--- src/rtl/tmds_rx_channel.sv ---
// ---------------------------------------------------------------------------
// tmds_rx_channel
//
// Receive side of one TMDS lane. Raw 10-bit words from an IDES10 deserializer
// are registered once, scanned for control tokens to find the word boundary
// (pulsing the deserializer bitslip input until a long token run is seen),
// and then decoded 10b->8b into pixel data, control bits and data enable.
//
// Ports:
//   I_rgb_clk    recovered pixel clock, sole clock domain
//   I_rst_n      asynchronous active-low reset
//   I_tmds_word  raw deserializer word, bit 0 is the first serial bit
//   O_bitslip    one-cycle pulse to the deserializer CALIB input
//   O_locked     word alignment achieved
//   O_de         data enable (1 = data period)
//   O_data       decoded pixel byte, valid when O_de = 1
//   O_ctrl       {C1,C0}, holds the last token value during data periods
// ---------------------------------------------------------------------------
module tmds_rx_channel #(
  parameter int SEARCH_TIMEOUT = 4096,
  parameter int MIN_TOKEN_RUN  = 16,
  parameter int SLIP_SETTLE    = 8
) (
  input  logic       I_rgb_clk,
  input  logic       I_rst_n,
  input  logic [9:0] I_tmds_word,
  output logic       O_bitslip,
  output logic       O_locked,
  output logic       O_de,
  output logic [7:0] O_data,
  output logic [1:0] O_ctrl
);

  localparam logic [15:0] TIMEOUT_LAST = 16'(SEARCH_TIMEOUT - 1);
  localparam logic [7:0]  RUN_MAX      = 8'(MIN_TOKEN_RUN);
  localparam logic [7:0]  RUN_LAST     = 8'(MIN_TOKEN_RUN - 1);
  localparam logic [7:0]  SETTLE_LAST  = 8'(SLIP_SETTLE - 1);

  typedef enum logic [1:0] {
    ST_SEARCH,
    ST_SETTLE,
    ST_LOCKED
  } state_t;

  state_t      state;
  logic [9:0]  word_q;
  logic [7:0]  run_cnt;
  logic [15:0] timeout_cnt;
  logic [7:0]  settle_cnt;
  logic        is_token;
  logic [1:0]  token_ctrl;
  logic        qual_run;
  logic [7:0]  d_bits;
  logic [7:0]  decoded;

  // Single input register; everything downstream works from word_q.
  always_ff @(posedge I_rgb_clk or negedge I_rst_n) begin
    if (!I_rst_n) begin
      word_q <= '0;
    end else begin
      word_q <= I_tmds_word;
    end
  end

  // Recognise the four control tokens and the {C1,C0} value each carries.
  always_comb begin
    is_token   = 1'b1;
    token_ctrl = 2'b00;
    case (word_q)
      10'b1101010100: token_ctrl = 2'b00;
      10'b0010101011: token_ctrl = 2'b01;
      10'b0101010100: token_ctrl = 2'b10;
      10'b1010101011: token_ctrl = 2'b11;
      default:        is_token   = 1'b0;
    endcase
  end

  // A qualifying run is the single cycle on which the run counter would
  // step from MIN_TOKEN_RUN-1 to MIN_TOKEN_RUN; a saturated counter does
  // not requalify. Input is ignored while settling after a slip.
  assign qual_run = is_token && (run_cnt == RUN_LAST) && (state != ST_SETTLE);

  // 10b->8b decode: undo the optional inversion, then the XOR/XNOR chain.
  always_comb begin
    d_bits     = word_q[9] ? ~word_q[7:0] : word_q[7:0];
    decoded    = '0;
    decoded[0] = d_bits[0];
    for (int i = 1; i < 8; i++) begin
      decoded[i] = word_q[8] ? (d_bits[i] ^ d_bits[i-1]) : ~(d_bits[i] ^ d_bits[i-1]);
    end
  end

  // Consecutive-token run counter, saturating, cleared by any data word
  // and held at zero while the deserializer settles after a slip.
  always_ff @(posedge I_rgb_clk or negedge I_rst_n) begin
    if (!I_rst_n) begin
      run_cnt <= '0;
    end else if (state == ST_SETTLE) begin
      run_cnt <= '0;
    end else if (is_token) begin
      if (run_cnt != RUN_MAX) begin
        run_cnt <= run_cnt + 8'd1;
      end
    end else begin
      run_cnt <= '0;
    end
  end

  // Alignment FSM. A qualifying run always takes priority over a timeout
  // expiring on the same cycle. Losing lock returns to SEARCH without a
  // slip, so the next slip needs a full fresh search timeout.
  always_ff @(posedge I_rgb_clk or negedge I_rst_n) begin
    if (!I_rst_n) begin
      state       <= ST_SEARCH;
      timeout_cnt <= '0;
      settle_cnt  <= '0;
      O_bitslip   <= 1'b0;
      O_locked    <= 1'b0;
    end else begin
      O_bitslip <= 1'b0;
      case (state)
        ST_SEARCH: begin
          if (qual_run) begin
            state       <= ST_LOCKED;
            O_locked    <= 1'b1;
            timeout_cnt <= '0;
          end else if (timeout_cnt == TIMEOUT_LAST) begin
            state       <= ST_SETTLE;
            O_bitslip   <= 1'b1;
            timeout_cnt <= '0;
            settle_cnt  <= '0;
          end else begin
            timeout_cnt <= timeout_cnt + 16'd1;
          end
        end
        ST_SETTLE: begin
          timeout_cnt <= '0;
          if (settle_cnt == SETTLE_LAST) begin
            state      <= ST_SEARCH;
            settle_cnt <= '0;
          end else begin
            settle_cnt <= settle_cnt + 8'd1;
          end
        end
        ST_LOCKED: begin
          if (qual_run) begin
            timeout_cnt <= '0;
          end else if (timeout_cnt == TIMEOUT_LAST) begin
            state       <= ST_SEARCH;
            O_locked    <= 1'b0;
            timeout_cnt <= '0;
          end else begin
            timeout_cnt <= timeout_cnt + 16'd1;
          end
        end
        default: begin
          state       <= ST_SEARCH;
          O_locked    <= 1'b0;
          timeout_cnt <= '0;
          settle_cnt  <= '0;
        end
      endcase
    end
  end

  // Registered decode outputs. Nothing is presented until aligned; while
  // locked, tokens update the control bits and data words leave them held.
  always_ff @(posedge I_rgb_clk or negedge I_rst_n) begin
    if (!I_rst_n) begin
      O_de   <= 1'b0;
      O_data <= '0;
      O_ctrl <= '0;
    end else if (state == ST_LOCKED) begin
      if (is_token) begin
        O_de   <= 1'b0;
        O_data <= '0;
        O_ctrl <= token_ctrl;
      end else begin
        O_de   <= 1'b1;
        O_data <= decoded;
      end
    end else begin
      O_de   <= 1'b0;
      O_data <= '0;
      O_ctrl <= '0;
    end
  end

endmodule

--- config.mk ---
export PLATFORM = sky130hd
export DESIGN_NAME = tmds_rx_channel
export DESIGN_NICKNAME = d
export VERILOG_FILES = /design/src/rtl/tmds_rx_channel.sv
export SDC_FILE = /design/constraint.sdc
export NUM_CORES = 1
export LEC_CHECK = 0
export BUFFER_PORTS_ARGS = -buffer_cell sky130_fd_sc_hd__buf_2
export CORE_ASPECT_RATIO = 0.8
export CORE_MARGIN = 2
export CORE_UTILIZATION = 58
export DETAILED_ROUTE_END_ITERATION = 10
export GPL_TIMING_DRIVEN = 0
export PLACE_DENSITY = 0.87
export SLEW_MARGIN = 20
export SYNTH_ARGS = -nofsm -noshare
export SYNTH_HDL_FRONTEND = slang
export SYNTH_SLANG_ARGS = --single-unit
--- constraint.sdc ---
create_clock -name I_rgb_clk -period 2.5 [get_ports I_rgb_clk]
set_input_delay 0.625 -clock I_rgb_clk [delete_from_list [all_inputs] [get_ports I_rgb_clk]]
set_output_delay 0.625 -clock I_rgb_clk [all_outputs]
set_load 0.02 [all_outputs]
Yosys cells after proc, flatten, opt, wreduce, memory -nomap -nowiden
Index checks and enable logic that the tools add are counted.
{ "op_classes": {"mux": 39, "n_bitwise": 17, "reduce_logical": 8, "add_sub_neg": 3, "eq_ne": 20} }
{ "ops": {"columns": ["operator", "count"], "rows": [
  ["8-bit 2-to-1 mux", 9],
  ["16-bit 2-to-1 mux", 3],
  ["8-bit one-hot mux with 3 select lines", 1],
  ["10-bit equality test, second input constant", 2],
  ["16-bit by 1-bit adder with 16-bit output, second input constant", 1],
  ["8-bit by 1-bit adder with 8-bit output, second input constant", 2],
  ["16-bit by 12-bit equality test with 1-bit output, second input constant", 1],
  ["1-bit 2-to-1 mux", 16],
  ["2-bit 2-to-1 mux", 7],
  ["2-bit != test, second input constant", 6],
  ["2-bit one-hot mux with 3 select lines", 2],
  ["10-bit by 8-bit equality test with 1-bit output, second input constant", 1],
  ["10-bit by 9-bit equality test with 1-bit output, second input constant", 1],
  ["1-bit NOT", 9],
  ["8-bit by 3-bit equality test with 1-bit output, second input constant", 1],
  ["8-bit by 4-bit equality test with 1-bit output, second input constant", 1],
  ["8-bit by 5-bit != test with 1-bit output, second input constant", 1],
  ["8-bit NOT", 1],
  ["4-bit AND reduction", 2],
  ["1-bit bitwise XOR", 7],
  ["2-bit by 1-bit != test with 1-bit output, second input constant", 2],
  ["4-bit OR reduction", 1],
  ["3-bit by 1-bit != test with 1-bit output, second input constant", 1],
  ["3-bit != test, second input constant", 1],
  ["other kinds (7)", 8]
]} }
{ "word_totals": {"regBits": 57, "wordCells": 97, "out_inout_bits": 13} }

Logic depth before layout (Yosys ltp)
{ "logic_depth": {"depth_word": 7, "mapped_depth": 9, "depth_no_buf": 7} }

Least setup slack after synthesis
OpenSTA, ideal clock, no wires.
{ "synth_timing": {"kind": "reg-to-reg", "start": "register timeout_cnt[13]", "end": "register settle_cnt[3]", "period_less_slack_ns": 2.009, "t_arrival_ns": 1.879, "path_buffers": 1, "path_slack_ns": 0.491, "required_ns": 2.369, "path_stages_with_launch": 7, "path_cell_list": "dfrtp_1 > or4_1 > or4_4 > o21ai_2 > and2_1 > buf_6 > a31oi_1"} }
{ "synth_via": {"elab_chain_cells": 3} }
{ "synth_lines": {"columns": ["element", "line_no", "rtl"], "rows": [
  ["start: declaration", "48", "logic [15:0] timeout_cnt;"],
  ["start signal: assignment", "133", "timeout_cnt <= timeout_cnt + 16'd1;"],
  ["start signal: assignment", "153", "timeout_cnt <= timeout_cnt + 16'd1;"],
  ["16-bit by 12-bit equality test with 1-bit output", "127", "end else if (timeout_cnt == TIMEOUT_LAST) begin"],
  ["2-bit != test (no line)", null, null],
  ["3-bit AND reduction (no line)", null, null],
  ["end signal: assignment", "142", "settle_cnt <= settle_cnt + 8'd1;"],
  ["end: declaration", "49", "logic [7:0] settle_cnt;"]
]} }
No other way between the ends.
A chain may end at the register's enable or synchronous reset.

Final worst setup path
{ "layout_timing": {"start": "register run_cnt[0]", "end": "register timeout_cnt[7]"} }
{ "layout_via": {"elab_chain_cells": 5} }
{ "layout_lines": {"columns": ["element", "line_no", "rtl"], "rows": [
  ["start: declaration", "47", "logic [7:0] run_cnt;"],
  ["start signal: assignment", "102", "run_cnt <= run_cnt + 8'd1;"],
  ["8-bit by 4-bit equality test with 1-bit output", "81", "assign qual_run = is_token && (run_cnt == RUN_LAST) && (state != ST_SETTLE);"],
  ["1-bit logical AND (2 in a row)", "81", null],
  ["16-bit 2-to-1 mux", "146", "if (qual_run) begin"],
  ["16-bit 2-to-1 mux", null, null]
]} }
No other way between the ends.

==> key figures <==
Power and ir drop
  • Leak Pwr: 1.48 nW
  • Net Sw Power: 0.382 mW
  • Internal: 1.50 mW
  • Power Dens Cells: 619 nW/um^2
  • Comb pwr share: 3.5%
  • Register share of total power: 49.9%
  • Clock power share: 46.6%
  • Peak supply drop: 0.392 mV
  • Switching part of the total power: 20.3%

Logic synthesis
  • Post-synthesis sequential area ratio: 54.0%
  • Mapped cell area: 2640 um^2
  • Synthesized instance count: 257
  • Synth Warn #: 0
  • Syn avg cell area: 10.3 um^2
  • Synth async-reset ratio: 100%
  • Most used DFF post-synth: dfrtp_1
  • Synth unique cells: 37
  • Post-synth EDFFs: 0
  • Synth Register Bits: 57
  • Mapped Nets: 281

Floorplanning
  • DIE AREA: 5110 um^2
  • Die Ht: 64.3 um
  • Die W: 79.4 um
  • Starting Density: 61.6%
  • Row count: 21
  • Core Area: 4280 um^2
  • I/O Pins: 25

Clock network
  • Clock-pin slew on the worst setup and hold paths: 0.06 ns
  • Clk buf depth: 2
  • CTS Buf Count: 9
  • # hold bufs at CTS: 0
  • # resized after CTS: 0
  • CTS tree: built
  • Root Driver: clkbuf_8
  • Num Clock Sinks: 57
  • Clk_lat worst skew: 0.33 ns
  • H-tree levels: 3
  • Setup bufs post-CTS: 0

Critical path
  • CP most frequent cell: buf_6
  • Worst Setup End Kind: flop
  • CP Class: flop to flop
  • Crit start category: flop
  • Slowest cell on crit path: or3_1
  • CP max stage delay: 0.42 ns
  • CP arrival: 2.36 ns
  • CP Cell Sequence: ha_1, nand3_1, or3_1, a211oi_2, or3b_1, buf_6, buf_6, nor2_1
  • Crit path required time: 2.72 ns
  • CP Max Fanout: 10

Timing
  • Final worst-path cycle share: 85.8%
  • Setup violations, final: 0
  • RSZ-0062 raised after global routing: false
  • Period minus WS final: 2.14 ns
  • Slew headroom: 54.1%
  • Final worst slack: 0.356 ns
  • Final Hold Vio Count: 0
  • Worst slew pin tran: 0.689 ns
  • Max Fclk: 0.466 GHz
  • Post-route setup TNS: 0 ns
  • Max-slew violations: 0
  • Final setup skew: 0.00577 ns

Cells and area
  • Fin nets: 316
  • Share of cells above drive strength 1: 15.5%
  • Commonest non-fill, non-tap cell in the layout: dfrtp_1
  • Area Overhead vs Synth: 15.2%
  • N_diodes: 0
  • Commonest cells after routing, fill and taps aside: 57 x dfrtp_1, 49 x nor2_1, 24 x buf_2
  • Fin area: 3040 um^2

Detailed routing
  • DR pass1 iterations: 4
  • Final wirelength: 4.59 mm
  • Via density: 5.32
  • DRC: 0
  • Routed len/inst: 13.0 um
  • DRT iter0 DRCs: 91
  • Routed via count: 1884
  • Routed Antenna Nets: 0

Global route
  • Grt ovf: 0
  • Vias in the first global route: 1907
  • Gr usage total: 21.7%
  • Initial antenna violation count: 0
  • First-pass GRT wire length: 8.22 mm
  • Pin count of the biggest net entering global routing: 58

Placement
  • Placed Instance Area: 2830 um^2
  • Post-Place Setup Slack: 0.333 ns
  • Port bufs: 24
  • HPWL after DPL: 3.18 mm
  • Final Wtd Congestion: 0.818

Status
  • Status: finished clean

Min path
  • Worst min path class: input pin to asynchronous set/reset pin

Job
  • Max cap viols: 0
-- worst paths after layout --
path                                start             end  slack, ns  cells past startpoint
max                            run_cnt[0]  timeout_cnt[7]       0.36                      8
max in group asynchronous         I_rst_n  timeout_cnt[8]       1.70                      1
max reg2reg                    run_cnt[0]  timeout_cnt[7]       0.36                      8
min                               I_rst_n       O_data[6]       0.34                      1
min reg2reg                 settle_cnt[7]   settle_cnt[7]       0.49                      1
min in group I_rgb_clk     I_tmds_word[4]       word_q[4]       0.40                      1
-- through the flow --
stage / utilization (%) / hold WS (ns) / std cells / power [mW]
CTS: 71.0 / 0.353 / 354 / 1.90
finish: 71.0 / 0.340 / 354 / 1.88
detailed placement: 66.2 / 0.473 / 338 / 1.02
global placement: 66.1 / 0.471 / 338 / 1.02
floorplan: - / 0.329 / 257 / 0.988
global route: 71.0 / 0.372 / 354 / 1.96
-- layer usage --
metal / global-route usage [%] / up-vias / routed length, um
li1: - / 931 / -
met1: 25.3 / 898 / 2000
met2: 34.7 / 44 / 2280
met3: 10.0 / 11 / 221
met4: 8.84 / 0 / 89
met5: 0 / - / 0
-- cells by family after synthesis --
| kind of cell | count (synthesis) | share of synthesized area [%] |
|---|---|---|
| flip-flops | 57 | 54.0 |
| AND/OR/NAND/NOR | 105 | 18.2 |
| buffers and inverters | 21 | 3.89 |
| multiplexers | 1 | 0.427 |
| AO/OA/AOI/OAI | 30 | 7.54 |
| XOR/XNOR | 31 | 10.3 |
| adder cells (fa/ha/maj) | 12 | 5.69 |
-- cells in the mapped netlist (4+ instances only) --
library cell  count  area, um^2
inv_1            16        60.1
or3_1             4        25.0
nand2_1          21        78.8
a31oi_1           4        25.0
ha_1             12         150
nor2_1           49         184
xnor2_1          19         166
nand4_1           8        50.1
a21oi_1          11        55.1
xor2_1           12         105
nand3_1          10        50.1
dfrtp_1          57        1430
-- cell type report --
cell class | count | area (um^2)
buffer | 5 | 42.5
clock buffer | 14 | 173
clock inverter | 2 | 35.0
fill | 314 | 1240
inverter | 16 | 60.1
multi-input combinational | 179 | 1110
sequential | 57 | 1430
tap | 57 | 71.3
timing repair buffer | 24 | 123
-- registers in the layout, indices dropped and copies added (netlist names) --
signal       count
O_data           8
state            2
O_ctrl           2
O_locked         1
settle_cnt       8
run_cnt          8
O_bitslip        1
word_q          10
O_de             1
timeout_cnt     16
-- critical path, delay by kind of cell, from the launching register on --
family          cells  cell delay, ns
fa+ha+maj           1            0.20
compound gates      1            0.38
buf+inv             2            0.25
simple gates        4            0.79
flops               1            0.40
-- power by group through the flow --
stage	combinational, mW	clock, mW	sequential (mW)
final	0.0666	0.877	0.939
after global routing	0.0758	0.946	0.939
after CTS	0.0686	0.896	0.939
after detailed placement	0.0684	0	0.955
after global placement	0.0635	0	0.955
after floorplan	0.0341	0	0.954
(Power assumes the default switching activity.)
